**config.mk**
```make
export PLATFORM = sky130hd
export DESIGN_NAME = spi_slave_driver
export DESIGN_NICKNAME = d
export VERILOG_FILES = /design/src/rtl/spi_pkg.sv /design/src/rtl/spi_sync_edge.sv /design/src/rtl/spi_slave_driver.sv
export SDC_FILE = /design/constraint.sdc
export NUM_CORES = 1
export LEC_CHECK = 0
export BUFFER_PORTS_ARGS = -buffer_cell sky130_fd_sc_hd__buf_2
export CORE_ASPECT_RATIO = 1.5
export CORE_UTILIZATION = 59
export CTS_BUF_LIST = sky130_fd_sc_hd__clkbuf_8 sky130_fd_sc_hd__clkbuf_16
export CTS_CLUSTER_DIAMETER = 50
export DETAILED_ROUTE_END_ITERATION = 6
export HOLD_SLACK_MARGIN = 0.02
export PLACE_DENSITY = 0.92
export SLEW_MARGIN = 5
export SYNTH_ARGS = -nofsm -noshare
export SYNTH_HDL_FRONTEND = slang
export SYNTH_SLANG_ARGS = --single-unit
```
**constraint.sdc**
```tcl
create_clock -name clk_i -period 4.6 [get_ports clk_i]
set_input_delay 0.23 -clock clk_i [delete_from_list [all_inputs] [get_ports clk_i]]
set_output_delay 0.23 -clock clk_i [all_outputs]
set_load 0.03 [all_outputs]
```
**src/rtl/spi_pkg.sv**
```systemverilog
// -----------------------------------------------------------------------------
// spi_pkg
// Shared definitions for the SPI master/slave drivers.
//   spi_state_t     : slave frame FSM states (IDLE / LOAD / SHIFT)
//   SPI_FRAME_BITS  : bits per SPI frame
//   SPI_CNT_W       : width of a bit counter spanning one frame
//   SPI_LAST_BIT    : counter value of the final bit of a frame
//   SPI_IDLE_BYTE   : default fill byte when no data is pending
// -----------------------------------------------------------------------------
`timescale 1ns/1ps
package spi_pkg;

    typedef enum logic [1:0] {
        ST_IDLE  = 2'd0,
        ST_LOAD  = 2'd1,
        ST_SHIFT = 2'd2
    } spi_state_t;

    localparam int SPI_FRAME_BITS = 8;
    localparam int SPI_CNT_W      = $clog2(SPI_FRAME_BITS);
    localparam logic [SPI_CNT_W-1:0] SPI_LAST_BIT = SPI_CNT_W'(SPI_FRAME_BITS - 1);

    localparam logic [SPI_FRAME_BITS-1:0] SPI_IDLE_BYTE = 8'h00;

endpackage

```
**src/rtl/spi_sync_edge.sv**
```systemverilog
// -----------------------------------------------------------------------------
// spi_sync_edge
// STAGES-deep synchronizer for an asynchronous pin, followed by a one-cycle
// delayed copy used for edge detection. STAGES = 0 bypasses the synchronizer
// (only legal when the pin is generated on clk).
// Ports:
//   clk  : system clock
//   rst  : synchronous active-high reset (all flops cleared)
//   din  : raw pin
//   sync : synchronized level
//   rise : one-cycle pulse on a 0->1 transition of sync
//   fall : one-cycle pulse on a 1->0 transition of sync
// -----------------------------------------------------------------------------
`timescale 1ns/1ps
module spi_sync_edge #(
    parameter int STAGES = 2
) (
    input  logic clk,
    input  logic rst,
    input  logic din,
    output logic sync,
    output logic rise,
    output logic fall
);

    logic prev;

    generate
        if (STAGES == 0) begin : g_bypass
            assign sync = din;
        end else begin : g_sync
            logic [STAGES-1:0] chain;

            always_ff @(posedge clk) begin
                if (rst) begin
                    chain <= '0;
                end else begin
                    chain[0] <= din;
                    for (int i = 1; i < STAGES; i++) begin
                        chain[i] <= chain[i-1];
                    end
                end
            end

            assign sync = chain[STAGES-1];
        end
    endgenerate

    always_ff @(posedge clk) begin
        if (rst) begin
            prev <= 1'b0;
        end else begin
            prev <= sync;
        end
    end

    assign rise = sync & ~prev;
    assign fall = ~sync & prev;

endmodule

```
**src/rtl/spi_slave_driver.sv**
```systemverilog
// -----------------------------------------------------------------------------
// spi_slave_driver
// SPI slave, CPOL=0 / CPHA=0, LSB first, 8-bit frames, back-to-back bytes
// allowed within one CS assertion. SCLK/CS/MOSI are oversampled on clk_i.
//
// Bus-side handshake: tx_load_i is a one-cycle strobe that writes tx_data_bi
// into a single holding register (overwriting any unconsumed byte);
// tx_pending_o stays high until a frame start or byte boundary consumes it.
// rx_valid_o pulses for one cycle when rx_data_bo updates; the byte counts as
// unread until rx_ack_i. A new byte arriving while unread sets the sticky
// rx_overrun_o, which rx_ack_i clears.
//
// Ports:
//   clk_i, rst_i          : clock, synchronous active-high reset
//   tx_data_bi, tx_load_i : byte to send next, load strobe
//   tx_pending_o          : holding register full
//   rx_data_bo            : last complete received byte
//   rx_valid_o            : one-cycle pulse when rx_data_bo updates
//   rx_overrun_o          : sticky overrun flag
//   rx_ack_i              : system has read rx_data_bo
//   busy_o                : frame in progress
//   frame_abort_o         : one-cycle pulse, CS released mid-byte
//   spi_cs_i/sclk_i/mosi_i: SPI pins from master
//   spi_miso_o            : SPI data to master, 0 while deselected
//   state_o               : current FSM state (debug)
// -----------------------------------------------------------------------------
`timescale 1ns/1ps
module spi_slave_driver
    import spi_pkg::*;
#(
    parameter int         SYNC_STAGES = 2,
    parameter logic [7:0] IDLE_BYTE   = SPI_IDLE_BYTE
) (
    input  logic       clk_i,
    input  logic       rst_i,
    input  logic [7:0] tx_data_bi,
    input  logic       tx_load_i,
    output logic       tx_pending_o,
    output logic [7:0] rx_data_bo,
    output logic       rx_valid_o,
    output logic       rx_overrun_o,
    input  logic       rx_ack_i,
    output logic       busy_o,
    output logic       frame_abort_o,
    input  logic       spi_cs_i,
    input  logic       spi_sclk_i,
    input  logic       spi_mosi_i,
    output logic       spi_miso_o,
    output spi_state_t state_o
);

    logic sclk_sync, sclk_rise, sclk_fall;
    logic cs_sync, cs_rise, cs_fall;
    logic mosi_sync, mosi_rise, mosi_fall;

    spi_state_t state, state_next;

    logic [7:0]           hold, tx_shift, rx_shift, rx_data, reload_byte, rx_next;
    logic [SPI_CNT_W-1:0] cnt;
    logic                 pending, miso, rx_valid, overrun, unread, abort, started;
    logic                 reload, shift_tx, shift_rx, complete, end_frame, abort_now;
    logic                 unused_sync;

    spi_sync_edge #(.STAGES(SYNC_STAGES)) u_sync_sclk (
        .clk  (clk_i),
        .rst  (rst_i),
        .din  (spi_sclk_i),
        .sync (sclk_sync),
        .rise (sclk_rise),
        .fall (sclk_fall)
    );

    spi_sync_edge #(.STAGES(SYNC_STAGES)) u_sync_cs (
        .clk  (clk_i),
        .rst  (rst_i),
        .din  (spi_cs_i),
        .sync (cs_sync),
        .rise (cs_rise),
        .fall (cs_fall)
    );

    spi_sync_edge #(.STAGES(SYNC_STAGES)) u_sync_mosi (
        .clk  (clk_i),
        .rst  (rst_i),
        .din  (spi_mosi_i),
        .sync (mosi_sync),
        .rise (mosi_rise),
        .fall (mosi_fall)
    );

    // Only edges of CS are used, and only the level of MOSI.
    assign unused_sync = ^{cs_sync, mosi_rise, mosi_fall, sclk_sync};

    // ------------------------------------------------------------------ FSM
    always_ff @(posedge clk_i) begin
        if (rst_i) begin
            state <= ST_IDLE;
        end else begin
            state <= state_next;
        end
    end

    always_comb begin
        state_next = state;
        reload     = 1'b0;
        shift_tx   = 1'b0;
        shift_rx   = 1'b0;
        end_frame  = 1'b0;
        case (state)
            ST_IDLE: begin
                // SCLK activity while deselected is ignored here.
                if (cs_fall) begin
                    state_next = ST_LOAD;
                end
            end
            ST_LOAD: begin
                if (cs_rise) begin
                    state_next = ST_IDLE;
                    end_frame  = 1'b1;
                end else begin
                    state_next = ST_SHIFT;
                    reload     = 1'b1;
                end
            end
            ST_SHIFT: begin
                if (cs_rise) begin
                    state_next = ST_IDLE;
                    end_frame  = 1'b1;
                end else if (sclk_rise) begin
                    shift_rx = 1'b1;
                end else if (sclk_fall) begin
                    // A fall at count 0 follows the last bit of a byte: fetch
                    // the next byte so bit0 is ready before the next rise.
                    if (cnt == '0) begin
                        reload = 1'b1;
                    end else begin
                        shift_tx = 1'b1;
                    end
                end
            end
            default: begin
                state_next = ST_IDLE;
            end
        endcase
    end

    assign complete    = shift_rx && (cnt == SPI_LAST_BIT);
    assign abort_now   = end_frame && (cnt != '0);
    assign reload_byte = pending ? hold : IDLE_BYTE;
    assign rx_next     = {mosi_sync, rx_shift[7:1]};

    // ------------------------------------------------------------- datapath
    always_ff @(posedge clk_i) begin
        if (rst_i) begin
            hold     <= '0;
            pending  <= 1'b0;
            tx_shift <= '0;
            rx_shift <= '0;
            rx_data  <= '0;
            cnt      <= '0;
            started  <= 1'b0;
            miso     <= 1'b0;
            rx_valid <= 1'b0;
            overrun  <= 1'b0;
            unread   <= 1'b0;
            abort    <= 1'b0;
        end else begin
            rx_valid <= 1'b0;
            abort    <= abort_now;

            // A load coinciding with a reload keeps the new byte pending;
            // the reload itself already sampled the old holding value.
            if (tx_load_i) begin
                hold    <= tx_data_bi;
                pending <= 1'b1;
            end else if (reload) begin
                pending <= 1'b0;
            end

            if (reload) begin
                tx_shift <= reload_byte;
                miso     <= reload_byte[0];
            end else if (shift_tx) begin
                tx_shift <= {1'b0, tx_shift[7:1]};
                miso     <= tx_shift[1];
            end else if (end_frame) begin
                miso <= 1'b0;
            end

            // Partial rx bits are dropped by clearing the count at frame end.
            if (end_frame || state == ST_LOAD) begin
                cnt     <= '0;
                started <= 1'b0;
            end else if (shift_rx) begin
                cnt      <= cnt + 1'b1;
                started  <= 1'b1;
                rx_shift <= rx_next;
            end

            // New byte wins over a same-cycle acknowledge.
            if (complete) begin
                rx_data  <= rx_next;
                rx_valid <= 1'b1;
                unread   <= 1'b1;
                if (unread) begin
                    overrun <= 1'b1;
                end
            end else if (rx_ack_i) begin
                unread  <= 1'b0;
                overrun <= 1'b0;
            end
        end
    end

    assign tx_pending_o  = pending;
    assign rx_data_bo    = rx_data;
    assign rx_valid_o    = rx_valid;
    assign rx_overrun_o  = overrun;
    assign frame_abort_o = abort;
    assign spi_miso_o    = miso;
    assign state_o       = state;
    assign busy_o        = (state == ST_LOAD) ||
                           ((state == ST_SHIFT) && ((cnt != '0) || !started));

endmodule

```
# Word-level counts from Yosys, hierarchy flattened
# Cells that the tools add are included.
# Widths: inputs -> output; s select.
[word_totals]
inputBits = 15
memories = 0
output_inout_bits = 16
latch_bits = 0
ff_bits = 52
rom_bits = 0
ram_bits = 0
[op_classes]
n_reduce_logical = 19
n_shift = 0
muxes = 33
addsub = 1
eq_ne = 6
n_bitwise = 9
div_mod_pow = 0
mul = 0
magnitude_cmp = 0
[op_table]
columns = ["operator", "n"]
rows = [
  ["$mux 1", 25],
  ["$mux 8", 3],
  ["$mux 2", 3],
  ["$ne 2x2->1 const B", 3],
  ["$pmux 2 s3", 1],
  ["$reduce_and 2->1", 3],
  ["$reduce_bool 2->1", 3],
  ["$reduce_bool 3->1", 2],
  ["$not 1->1", 5],
  ["$and 1x1->1", 4],
  ["$reduce_or 2->1", 2],
  ["$add 3x1->3 const B", 1],
  ["$eq 3x3->1 const B", 1],
  ["$logic_and 1x1->1", 3],
  ["$logic_not 3->1", 1],
  ["$logic_or 1x1->1", 3],
  ["$eq 2x1->1 const B", 1],
  ["$eq 2x2->1 const B", 1],
  ["$logic_not 2->1", 1],
  ["$pmux 1 s2", 1],
  ["$logic_not 1->1", 1],
]

# Depth between registers and ports, before layout
[depth]
ltp_word = 8
ltp_mapped = 7

# Hierarchy
# Synthesis repeated with hierarchy kept, for this count alone.
[hier_totals]
cells_unflattened = 229
hier_area_um2 = 2035.7
[by_module_without_submodules]
columns = ["module", "instances", "cells_each", "area_each_um2", "seq_area_each_um2"]
rows = [
  ["spi_slave_driver", 1, 205, 1761.7, 840.8],
  ["spi_sync_edge", 3, 8, 91.3, 60.1],
]

# Least setup slack after synthesis
# OpenSTA, ideal clock, no wires.
[synth_path]
path_type = "reg2reg"
from = "register state[0], in the netlist state_o[0]"
to = "register tx_shift[7]"
slack_ns = 2.736
period_less_slack_ns = 1.864
path_stages_with_launch = 7
t_arrival_ns = 1.805
t_required_ns = 4.541
cell_sequence = "dfxtp_1 > inv_1 > ha_1 > and2_1 > a31oi_4 > nor4b_4 > a22o_1"
[synth_via]
elab_chain_cells = 3
[synth_lines]
columns = ["element", "line", "text"]
rows = [
  ["from (decl)", "spi_slave_driver.sv:56", "spi_state_t state, state_next;"],
  ["from (signal assigned)", "spi_slave_driver.sv:99", "state <= state_next;"],
  ["$eq 2x2->1 or $eq 2x1->1 (tied branches)", "spi_slave_driver.sv:109", "case (state)"],
  ["$pmux 1 s2 or $mux 1 (tied branches)", "spi_slave_driver.sv:109", ""],
  ["$mux 8 or $reduce_bool 2->1 (tied branches)", "n/a", ""],
  ["to (signal assigned)", "spi_slave_driver.sv:181", "tx_shift <= reload_byte;"],
  ["to (signal assigned)", "spi_slave_driver.sv:184", "tx_shift <= {1'b0, tx_shift[7:1]};"],
  ["to (decl)", "spi_slave_driver.sv:58", "logic [7:0] hold, tx_shift, rx_shift, rx_data, reload_byte, rx_next;"],
]
# Several ways; a longest one is shown, not always the timed one.
# A chain may end at the register's enable or synchronous reset.

# Worst setup path after layout
[layout_path]
from = "register state[0], in the netlist state_o[0]"
to = "register rx_shift[2]"
[layout_via]
elab_chain_cells = 6
[layout_lines]
columns = ["element", "line", "text"]
rows = [
  ["$eq 2x1->1 or $eq 2x2->1 (tied branches)", "spi_slave_driver.sv:109, spi_slave_driver.sv:191", ""],
  ["$reduce_or 2->1 (no source line)", "n/a", ""],
  ["$mux 1", "n/a", ""],
  ["$logic_or 1x1->1", "spi_slave_driver.sv:191", "if (end_frame || state == ST_LOAD) begin"],
  ["$not 1->1 (no source line)", "n/a", ""],
  ["$reduce_and 2->1 (no source line) *", "n/a", ""],
  ["to (signal assigned)", "spi_slave_driver.sv:197", "rx_shift <= rx_next;"],
  ["to (decl)", "spi_slave_driver.sv:58", ""],
]
# Every way passes the cells marked *; elsewhere a longest branch is shown, timed or not.

==> impl_metrics.py <==
metrics = {
    "floorplan": {
        "die_h_um": 74.2,
        "dieArea_um2": 3720,
        "design.portCount": 31,
        "placementRows": 25,
        "start_util_pct": 63.7,
        "die_x_um": 50.2,
        "core-area_um2": 3220,
    },
    "timing": {
        "slew_headroom_pct": 33.6,
        "period_share_pct": 46.3,
        "setup_violations": 0,
        "hold_violations": 0,
        "drv_slew": 0,
        "clock-skew-final_ns": 0.00890,
        "period_minus_slack_ns": 2.13,
        "fmax_mhz": 470,
        "rsz0062_at_grt": "false",
        "worst_pin_slew_ns": 0.994,
        "tns_ns": 0,
    },
    "detailed_routing": {
        "firstDrtPassIters": 4,
        "vias": 1412,
        "wirelength_mm": 3.63,
        "first_iter_violations": 25,
        "wl_per_cell_um": 13.7,
        "ant_nets": 0,
        "viasPerCell": 5.33,
        "drc": 0,
    },
    "layout": {
        "finish.net_count": 245,
        "n_antenna_cell": 0,
        "layout-drive-gt1-share_pct": 19.6,
        "fillers": 244,
        "syn2layout_area_growth_pct": 12.6,
    },
    "global_routing": {
        "antenna_found_initial": 0,
        "grt_first_pass_wirelength_mm": 6.00,
        "grt_max_degree": 43,
        "grt_overflow": 0,
        "grt_pass1_vias": 1343,
        "grt_use_total_pct": 21.6,
    },
    "logic_synthesis": {
        "synth_ff_type": "dfxtp_1",
        "synth_edf_count": 0,
        "ys_ff_latch": 50,
        "yosysMostFrequentCell": "dfxtp_1",
        "syn-instance-count": 197,
        "seq_area_frac_synth_pct": 48.8,
        "synth_area_um2": 2050,
        "async_flop_share_pct": 0,
        "syn-num-nets": 218,
        "synth.distinct_cells": 39,
        "synth_top_area_share_pct": 48.8,
        "ys_top_cells_by_count": "50 x dfxtp_1, 32 x nor2_1, 31 x mux2i_1",
        "yosys_warnings": 0,
        "syn_area_per_cell_um2": 10.4,
        "synthTopCellsByArea": "dfxtp_1 49%, mux2i_1 15%, nor2_1 5.9%",
        "yosys.area.top_type": "dfxtp_1",
    },
    "critical_path": {
        "critPathKind": "reg -> reg",
        "regToRegEndpoint": "rx_shift[2]",
        "crit_path_cell_trace": "inv_1 -> ha_1 -> nor4b_2 -> mux2i_1 -> nor2_1",
        "worstRegToRegCells": 5,
        "start_kind": "register",
        "worst-r2r-setup-slack_ns": 2.47,
        "worst_setup_path_end_kind": "register",
        "crit_fanout": 11,
        "r2r-start": "state_o[0]",
        "slowest_stage": "nor4b_2",
        "cp.required_ns": 4.77,
        "max_stage_delay_ns": 0.86,
        "crit_arrival_ns": 2.30,
    },
    "hold_path": {
        "min_to": "u_sync_cs.g_sync.chain[0]",
        "hp-start": "spi_cs_i",
        "hold_depth": 2,
        "worstHoldPathType": "in -> reg",
    },
    "place": {
        "portBuffers": 30,
        "gp_congestion": 0.833,
        "hpwlAfterDp_mm": 2.69,
    },
    "cts": {
        "insertion_delay_ns": 0.31,
        "cts.clk_slew.worst_paths_ns": 0.09,
        "tritoncts": "built",
        "htree_levels": 2,
        "cts_made_buffers": 5,
        "cts_max_path_buffers": 2,
        "root_buffer": "clkbuf_8",
        "clock_sinks": 50,
        "post_cts.repair.setup_buffers": 0,
        "cts_resized": 0,
        "cts_hold_buf": 0,
    },
    "power_and_ir_drop": {
        "seqPwrFrac_pct": 52.9,
        "combPwrFrac_pct": 11.5,
        "peakVddDrop_mv": 0.315,
        "power_per_cell_area_nw_per_um2": 370,
        "switchingPower_uw": 214,
        "power_uw": 855,
        "p_clk_share_pct": 35.5,
        "internal_power_uw": 641,
        "p_leak_uw": 0.00100,
        "swShare_pct": 25.1,
    },
    "run_status": {
        "status": "completed",
    },
    "job": {
        "drv_cap": 0,
    },
}
==> critical path: cells and delay by family (launching register included) <==
family / cells / cell delay [ns]
adders and majority gates: 1 / 0.34
DFF: 1 / 0.36
buffers and inverters: 1 / 0.10
and+or+nand+nor: 2 / 0.91
muxes: 1 / 0.27
==> metrics by stage <==
stage	worst slack (ns)	std cells	hold WS (ns)	utilization, %	area, um^2
2_1_floorplan	2.74	197	0.358	-	2050
3_3_place_gp	2.60	257	0.416	68.3	2200
3_5_place_dp	2.52	257	0.425	68.3	2200
4_1_cts	2.48	265	0.134	71.7	2310
5_1_grt	2.30	265	0.144	71.7	2310
6_report	2.47	265	0.132	71.7	2310
==> worst max path at each step <==
stage / from / end / cells after the start
finish: state_o[0] / rx_shift[2] / 5
floorplan: state_o[0] / tx_shift[7] / 6
global route: state_o[0] / rx_shift[1] / 5
CTS: state_o[0] / rx_shift[2] / 5
global placement: state_o[1] / rx_shift[7] / 5
detailed placement: state_o[0] / rx_shift[2] / 5
==> cell type report <==
cell class / count / area (um^2) / area share, %
clock inverter: 3 / 41.3 / 1.79
tap: 40 / 50.0 / 2.17
timing repair buffer: 30 / 150 / 6.50
sequential: 50 / 1000 / 43.3
clock buffer: 5 / 68.8 / 2.98
multi-input combinational: 129 / 970 / 42.0
inverter: 8 / 30.0 / 1.30
==> flip-flops by register name (all words and copies together), names as in the netlist <==
register                  flops
tx_pending_o                  1
u_sync_cs.g_sync.chain        2
u_sync_sclk.prev              1
rx_data_bo                    8
hold                          8
u_sync_sclk.g_sync.chain      2
rx_shift                      7
u_sync_cs.prev                1
spi_miso_o                    1
state_o                       2
tx_shift                      7
unread                        1
rx_overrun_o                  1
started                       1
u_sync_mosi.g_sync.chain      2
cnt                           3
rx_valid_o                    1
frame_abort_o                 1
==> power groups by stage <==
stage                     registers (uW)  clock network (uW)  logic (uW)
after floorplan                      468                   0        68.1
after global placement               462                   0        95.4
after detailed placement             462                   0        98.1
after CTS                            452                 304        98.8
after global routing                 454                 323         109
final                                453                 304        98.6
==> layout by cell type, fill, tap and decap left out, drive strengths merged, types with 2 or more instances in the layout <==
| cell | synthesis | routed |
|---|---|---|
| dfxtp | 50 | 50 |
| nor2 | 32 | 32 |
| mux2i | 31 | 31 |
| buf | 5 | 30 |
| inv | 8 | 9 |
| nor2b | 9 | 9 |
| o2bb2ai | 7 | 7 |
| nand2b | 6 | 6 |
| ha | 6 | 6 |
| a21oi | 5 | 5 |
| clkbuf | 5 | 5 |
| o21ai | 5 | 5 |
| nand2 | 3 | 3 |
| nor3 | 3 | 3 |
| nand3b | 2 | 2 |
| o211ai | 2 | 2 |
| nor3b | 2 | 2 |
| nor4b | 2 | 2 |
==> cells by family after synthesis <==
kind of cell / Yosys count / synth area share [%]
simple gates: 68 / 19.6
compound gates: 23 / 8.48
xor+xnor: 1 / 0.427
buf+inv: 18 / 3.96
flops: 50 / 48.8
fa+ha+maj: 6 / 3.66
mux: 31 / 15.1
==> per-layer routing <==
layer,part of all wire (%),track usage (%)
met2,53,38.8
met3,2.9,5.73
met4,1.7,10.8
met5,0,0
met1,42,23.1
No activity file was read; power rests on OpenSTA's default activity.
